`src/rtl/calc_pkg.sv`:
```
// Shared types for the calculator entry sequencer: FSM states, ALU opcodes, key codes.
package calc_pkg;

  typedef enum logic [1:0] {
    ENTER_A  = 2'd0,
    ENTER_B  = 2'd1,
    WAIT_RES = 2'd2,
    SHOW_RES = 2'd3
  } state_t;

  typedef enum logic [2:0] {
    OP_ADD = 3'd0,
    OP_SUB = 3'd1,
    OP_MUL = 3'd2,
    OP_AND = 3'd3,
    OP_OR  = 3'd4
  } alu_op_t;

  localparam logic [4:0] KEY_ADD = 5'h10;
  localparam logic [4:0] KEY_MUL = 5'h11;
  localparam logic [4:0] KEY_AND = 5'h12;
  localparam logic [4:0] KEY_EXE = 5'h13;
  localparam logic [4:0] KEY_SUB = 5'h14;
  localparam logic [4:0] KEY_OR  = 5'h15;
  localparam logic [4:0] KEY_CE  = 5'h16;
  localparam logic [4:0] KEY_CLR = 5'h17;

  function automatic logic is_operator(input logic [4:0] key);
    return (key == KEY_ADD) || (key == KEY_MUL) || (key == KEY_AND) ||
           (key == KEY_SUB) || (key == KEY_OR);
  endfunction

  function automatic alu_op_t key_to_aluop(input logic [4:0] key);
    alu_op_t op;
    case (key)
      KEY_SUB: op = OP_SUB;
      KEY_MUL: op = OP_MUL;
      KEY_AND: op = OP_AND;
      KEY_OR:  op = OP_OR;
      default: op = OP_ADD;
    endcase
    return op;
  endfunction

endpackage

```
`src/rtl/calc_digit_reg.sv`:
```
// Hex operand register: shifts in one digit per shift pulse until NDIG digits are held.
// Clear beats load beats shift; digits beyond NDIG are dropped. Result visible next cycle.
module calc_digit_reg #(
  parameter int NDIG = 4,
  parameter int W    = 4 * NDIG,
  parameter int CW   = $clog2(NDIG + 1)
) (
  input  logic          clk,
  input  logic          rst,
  input  logic          clr,
  input  logic          shift,
  input  logic [3:0]    din,
  input  logic          load,
  input  logic [W-1:0]  load_val,
  input  logic [CW-1:0] load_cnt,
  output logic [W-1:0]  val,
  output logic [CW-1:0] cnt
);
  import calc_pkg::*;

  logic full;
  assign full = (cnt == CW'(NDIG));

  always_ff @(posedge clk) begin
    if (rst || clr) begin
      val <= '0;
      cnt <= '0;
    end else if (load) begin
      val <= load_val;
      cnt <= load_cnt;
    end else if (shift && !full) begin
      val <= {val[W-5:0], din};
      cnt <= cnt + CW'(1);
    end
  end

endmodule

```
`src/rtl/calc_entry_ctrl.sv`:
```
// Keypad-to-ALU sequencer: builds operands A/B, starts the ALU on EXE, shows the result.
// One key per key_valid pulse; display lags a key by one cycle. Optional watchdog: CALC_TIMEOUT_EN.
module calc_entry_ctrl
  import calc_pkg::*;
#(
  parameter int NDIG        = 4,
  parameter int TIMEOUT_CYC = 64
) (
  input  logic                clk,
  input  logic                rst,
  input  logic                key_valid,
  input  logic [4:0]          key_val,
  input  logic                alu_done,
  input  logic [8*NDIG-1:0]   alu_result,
  output logic [4*NDIG-1:0]   op_a,
  output logic [4*NDIG-1:0]   op_b,
  output logic [2:0]          alu_op,
  output logic                alu_start,
  output logic [8*NDIG-1:0]   display_val,
  output logic [1:0]          entry_state,
  output logic                busy,
  output logic                err
);
  localparam int W  = 4 * NDIG;
  localparam int CW = $clog2(NDIG + 1);

  if (TIMEOUT_CYC < 2) begin : g_timeout_chk
    $error("TIMEOUT_CYC must be at least 2");
  end

  state_t          state;
  alu_op_t         alu_op_q;
  logic [2*W-1:0]  result_reg;
  logic [2*W-1:0]  disp;

  logic is_dig, is_op, is_exe, is_ce, is_clr;
  assign is_dig = key_valid && (key_val < 5'h10);
  assign is_op  = key_valid && is_operator(key_val);
  assign is_exe = key_valid && (key_val == KEY_EXE);
  assign is_ce  = key_valid && (key_val == KEY_CE);
  assign is_clr = key_valid && (key_val == KEY_CLR);

  logic          a_clr, a_shift, a_load, b_clr, b_shift;
  logic [W-1:0]  a_load_val, a_val, b_val;
  logic [CW-1:0] a_load_cnt, b_cnt, a_cnt_unused;

  always_comb begin
    a_clr      = 1'b0;
    a_shift    = 1'b0;
    a_load     = 1'b0;
    a_load_val = '0;
    a_load_cnt = '0;
    b_clr      = 1'b0;
    b_shift    = 1'b0;
    if (is_clr) begin
      a_clr = 1'b1;
      b_clr = 1'b1;
    end else begin
      case (state)
        ENTER_A: begin
          a_shift = is_dig;
          b_clr   = is_op;
          a_clr   = is_ce;
        end
        ENTER_B: begin
          b_shift = is_dig;
          b_clr   = is_ce;
        end
        SHOW_RES: begin
          // A restarts from the typed digit, or carries the truncated result forward
          if (is_dig) begin
            a_load     = 1'b1;
            a_load_val = {{(W-4){1'b0}}, key_val[3:0]};
            a_load_cnt = CW'(1);
          end else if (is_op || is_exe) begin
            a_load     = 1'b1;
            a_load_val = result_reg[W-1:0];
            a_load_cnt = CW'(NDIG);
            b_clr      = is_op;
          end else if (is_ce) begin
            a_clr = 1'b1;
            b_clr = 1'b1;
          end
        end
        default: ;
      endcase
    end
  end

  calc_digit_reg #(.NDIG(NDIG)) u_reg_a (
    .clk(clk), .rst(rst), .clr(a_clr), .shift(a_shift), .din(key_val[3:0]),
    .load(a_load), .load_val(a_load_val), .load_cnt(a_load_cnt),
    .val(a_val), .cnt(a_cnt_unused)
  );

  calc_digit_reg #(.NDIG(NDIG)) u_reg_b (
    .clk(clk), .rst(rst), .clr(b_clr), .shift(b_shift), .din(key_val[3:0]),
    .load(1'b0), .load_val('0), .load_cnt('0),
    .val(b_val), .cnt(b_cnt)
  );

  always_comb begin
    disp = '0;
    case (state)
      ENTER_A:  disp = {{W{1'b0}}, a_val};
      ENTER_B:  disp = {{W{1'b0}}, (b_cnt != '0) ? b_val : a_val};
      WAIT_RES: disp = {{W{1'b0}}, b_val};
      default:  disp = result_reg;
    endcase
  end

`ifdef CALC_TIMEOUT_EN
  localparam int WD_W = $clog2(TIMEOUT_CYC);
  logic [WD_W-1:0] wd_cnt;
`else
  assign err = 1'b0;
`endif

  always_ff @(posedge clk) begin
    if (rst) begin
      state       <= ENTER_A;
      alu_op_q    <= OP_ADD;
      alu_start   <= 1'b0;
      result_reg  <= '0;
      display_val <= '0;
`ifdef CALC_TIMEOUT_EN
      err         <= 1'b0;
      wd_cnt      <= '0;
`endif
    end else begin
      alu_start   <= 1'b0;
      display_val <= disp;
`ifdef CALC_TIMEOUT_EN
      wd_cnt <= '0;
      if ((is_dig || is_ce) && state != WAIT_RES)
        err <= 1'b0;
`endif
      if (is_clr || (is_ce && state == SHOW_RES)) begin
        state       <= ENTER_A;
        alu_op_q    <= OP_ADD;
        result_reg  <= '0;
        display_val <= '0;
`ifdef CALC_TIMEOUT_EN
        err         <= 1'b0;
`endif
      end else begin
        case (state)
          ENTER_A: begin
            if (is_op) begin
              alu_op_q <= key_to_aluop(key_val);
              state    <= ENTER_B;
            end
          end
          ENTER_B: begin
            // an operator only replaces the pending one before any B digit
            if (is_op && b_cnt == '0) begin
              alu_op_q <= key_to_aluop(key_val);
            end else if (is_exe && b_cnt != '0) begin
              alu_start <= 1'b1;
              state     <= WAIT_RES;
            end
          end
          WAIT_RES: begin
            if (alu_done) begin
              result_reg <= alu_result;
              state      <= SHOW_RES;
            end
`ifdef CALC_TIMEOUT_EN
            else if (wd_cnt == WD_W'(TIMEOUT_CYC - 1)) begin
              result_reg <= '0;
              err        <= 1'b1;
              state      <= SHOW_RES;
            end else begin
              wd_cnt <= wd_cnt + WD_W'(1);
            end
`endif
          end
          SHOW_RES: begin
            if (is_dig) begin
              state <= ENTER_A;
            end else if (is_op) begin
              alu_op_q <= key_to_aluop(key_val);
              state    <= ENTER_B;
            end else if (is_exe) begin
              alu_start <= 1'b1;
              state     <= WAIT_RES;
            end
          end
          default: state <= ENTER_A;
        endcase
      end
    end
  end

  assign op_a        = a_val;
  assign op_b        = b_val;
  assign alu_op      = alu_op_q;
  assign entry_state = state;
  assign busy        = (state == WAIT_RES);

endmodule

```
`config.mk`:
```
export PLATFORM = sky130hd
export DESIGN_NAME = calc_entry_ctrl
export DESIGN_NICKNAME = d
export VERILOG_FILES = /design/src/rtl/calc_pkg.sv /design/src/rtl/calc_digit_reg.sv /design/src/rtl/calc_entry_ctrl.sv
export SDC_FILE = /design/constraint.sdc
export NUM_CORES = 1
export LEC_CHECK = 0
export BUFFER_PORTS_ARGS = -buffer_cell sky130_fd_sc_hd__buf_2
export CAP_MARGIN = 10
export CORE_UTILIZATION = 30
export CTS_CLUSTER_SIZE = 16
export DETAILED_ROUTE_END_ITERATION = 6
export PLACE_DENSITY_LB_ADDON = 0.05
export SKIP_LAST_GASP = 1
export SYNTH_ARGS = -nofsm -noshare
export SYNTH_HDL_FRONTEND = slang
export SYNTH_SLANG_ARGS = --single-unit
```
`constraint.sdc`:
```
create_clock -name clk -period 1.8 [get_ports clk]
set_input_delay 0.27 -clock clk [delete_from_list [all_inputs] [get_ports clk]]
set_output_delay 0.27 -clock clk [all_outputs]
set_load 0.03 [all_outputs]
```
==> summary.txt <==
Run status
  – Status: complete, no violations

Route
  – Drt wl/cell: 16.20 um
  – Number of remaining DRC errors: 0
  – Via count: 4061
  – Final ANT Viol Nets: 0
  – Final wirelength: 13260 um
  – Initial DRT Pass Iterations: 4
  – DRT iter0 DRCs: 273
  – Avg Vias per Cell: 4.958

Power
  – Total Power: 5.774 mW
  – Seq pwr share: 44.6%
  – Internal: 4.017 mW
  – Peak supply drop: 0.0004653 V
  – Pwr/cell area: 1001 mW/mm^2
  – Clock share of power: 32.6%
  – Combinational share of power: 22.8%
  – Switching portion of total power: 30.44%
  – Net Sw Power: 1.757 mW
  – Pleak: 2.383 nW

Layout
  – Design area: 0.005771 mm^2
  – Final nets: 680
  – Final non-filler cell total: 819
  – Layout cell share with drive strength beyond 1: 28.66%
  – Fillcell total: 1509
  – Area Growth Syn to Fin: 29.88%
  – Antenna Cells: 0
  – Final core occ: 39.85%

Clock network
  – Worst-skew pair later-pin latency: 0.35 ns
  – Max clock buf depth: 2
  – H-Tree Depth: 3
  – CTS Buf Count: 9
  – CTS Root Cell: clkbuf_16
  – Sink Count: 108
  – Clock-pin slew on the worst setup and hold paths: 0.07 ns
  – CTS tree: built

Critical path
  – R2r setup slk: 0.006 ns
  – Crit Path Class: reg -> reg
  – Critical Path Start Type: register
  – Crit Reg-Reg Endpoint: entry_state[0]
  – Critical Path RT: 2.04 ns
  – RR Startpoint: entry_state[0]
  – Critical Path AT: 2.04 ns
  – Worst Setup End Kind: register
  – Crit-path max FO: 6
  – Worst R2R Path Depth: 6

Synth
  – Syn nets: 569
  – Yosys reg bits: 108
  – Yosys top cell by area: dfxtp_1
  – Ys async rst share: 0%
  – Synth area leaders: dfxtp_1 49%, nand2_1 9.2%, a21oi_1 8.0%
  – Number of flops mapped to enable cells by yosys: 0
  – Synth unique cells: 57
  – Yosys warns: 0
  – Post-Syn Area: 0.004443 mm^2
  – Sequential element share of the synthesized area: 48.66%
  – Average size of a mapped cell: 8.561 um^2
  – Cell count after synthesis: 519
  – Top FF cell, synth: dfxtp_1
  – Share of the synthesized area in the top cell type: 48.66%

Min path
  – Hold depth: 3
  – Hold Path Sink: result_reg[10]
  – HP Start: alu_result[10]
  – HP Class: in -> reg

GRT
  – Grt total ovfl: 0
  – Initial antenna violation count: 0
  – First-pass GRT wire length: 20290 um
  – Largest net degree at the start of global routing: 34
  – Total track usage: 17.77%
  – Vias in the first global route: 3659

Floorplanning
  – Die width: 123.7 um
  – Die ar.: 0.01530 mm^2
  – Core Box Area: 0.01448 mm^2
  – Row count: 44
  – Top Ports: 113
  – Die span in y: 123.7 um
  – Initial core utilization: 30.69%

Timing
  – Final-report max-slew violation count: 0
  – Min Tclk post-route: 1.794 ns
  – Fin. Hold Viols: 0
  – Final setup fails: 0
  – Period Utilization, post-route: 99.68%
  – RSZ-0062 raised after global routing: true
  – Setup TNS: 0 ns
  – Fmax: 0.5573 GHz
  – Final hold slack: 0.1602 ns
  – Clk_skew: 0.007210 ns
  – Final worst slack: 0.005742 ns

Placed design
  – Post-DP HPWL: 9683 um
  – Dpl cells: 801
  – Worst slack, placed: -0.05345 ns
  – Placer Congestion: 0.8542
  – Placed instance area: 0.005378 mm^2
  – I/O Buffers: 111

Job
  – Max-cap violation count: 0
==> routing by layer <==
layer	vias up	track usage, %	wire length (um)
li1	2028	-	-
met1	1931	25.85	6629
met2	95	25.73	5800
met3	7	3.571	721
met4	0	6.175	112
met5	-	0	0
==> what timing repair did <==
action,in CTS,in global routing
pin swaps,1,0
hold buffers,0,0
cloned,0,0
setup buffers,1,1
resized for setup,2,16
endpoints found under the setup margin,21,43
==> cell families (layout without fill, tap and decap cells) <==
logic type               after synthesis  after routing  share of synthesized area (%)
adder cells (fa/ha/maj)                9              9                          2.535
buffers and inverters                 54            170                          5.435
AO/OA/AOI/OAI                        135            135                          19.80
XOR/XNOR                               4              4                         0.7887
other                                  1              1                        0.08440
flip-flops                           108            108                          48.66
multiplexers                           1              1                         0.2253
AND/OR/NAND/NOR                      207            207                          22.47
==> power by group through the flow <==
stage | logic, mW | registers (mW) | clock network [mW]
after global routing | 1.43 | 2.58 | 2.05
final | 1.32 | 2.57 | 1.88
after CTS | 1.24 | 2.56 | 1.98
after global placement | 1.22 | 2.61 | 0
after detailed placement | 1.22 | 2.62 | 0
after floorplan | 0.660 | 2.70 | 0
==> cell usage after synthesis, types with 3 or more instances <==
cell type	instances
nor2b_1	17
and3_1	3
a21o_1	3
nand2_1	109
inv_1	13
a221oi_1	18
a21oi_1	71
a22oi_1	12
and2_1	18
a211oi_1	5
nor3_1	23
ha_1	9
clkbuf_1	19
dfxtp_1	108
o21ai_0	8
nor2_1	5
buf_1	5
nand2b_1	3
nand3_1	15
buf_2	12
==> critical path, stage by stage (launching register included) <==
cell and delay, ns:
dfxtp_4 0.38, clkinvlp_4 0.16, ha_4 0.22, inv_1 0.12, a31oi_1 0.14, a2111o_1 0.43, a221oi_1 0.24
==> layout make-up <==
type	count	area, um^2	area share, %
inverters	13	52.55	0.9107
well taps	184	230.2	3.990
flip-flops and latches	108	2170	37.60
clock buffers	13	260.3	4.510
clock inverters	3	20.02	0.3469
repair buffers	141	897.1	15.55
multi-input cells	357	2141	37.10
==> layout by cell type (no fill, tap or decap), types with 2 or more instances in the layout <==
cell type,instances
a2111o_1,2
a211oi_1,5
a21o_1,3
a21oi_1,71
a221oi_1,9
a221oi_2,9
a22oi_1,12
and2_1,18
and3_1,3
buf_12,9
buf_2,111
buf_4,20
clkbuf_1,2
clkbuf_16,9
clkbuf_8,2
dfxtp_1,106
dfxtp_4,2
ha_1,5
ha_2,2
ha_4,2
inv_1,12
nand2_1,109
nand2b_1,3
nand3_1,15
nand4_1,2
nor2_1,5
nor2b_1,17
nor3_1,23
o21ai_0,7
xnor2_1,2
xor2_1,2
==> how the worst max path moves through the flow <==
stage	end	from	cells after the start
after floorplan	u_reg_b.val[10]	entry_state[1]	8
final	entry_state[0]	entry_state[0]	6
after global routing	u_reg_a.cnt[2]	entry_state[1]	6
after CTS	display_val[4]	entry_state[1]	6
after detailed placement	u_reg_b.val[7]	entry_state[0]	5
after global placement	u_reg_b.cnt[0]	entry_state[0]	5
(Power assumes the default switching activity.)
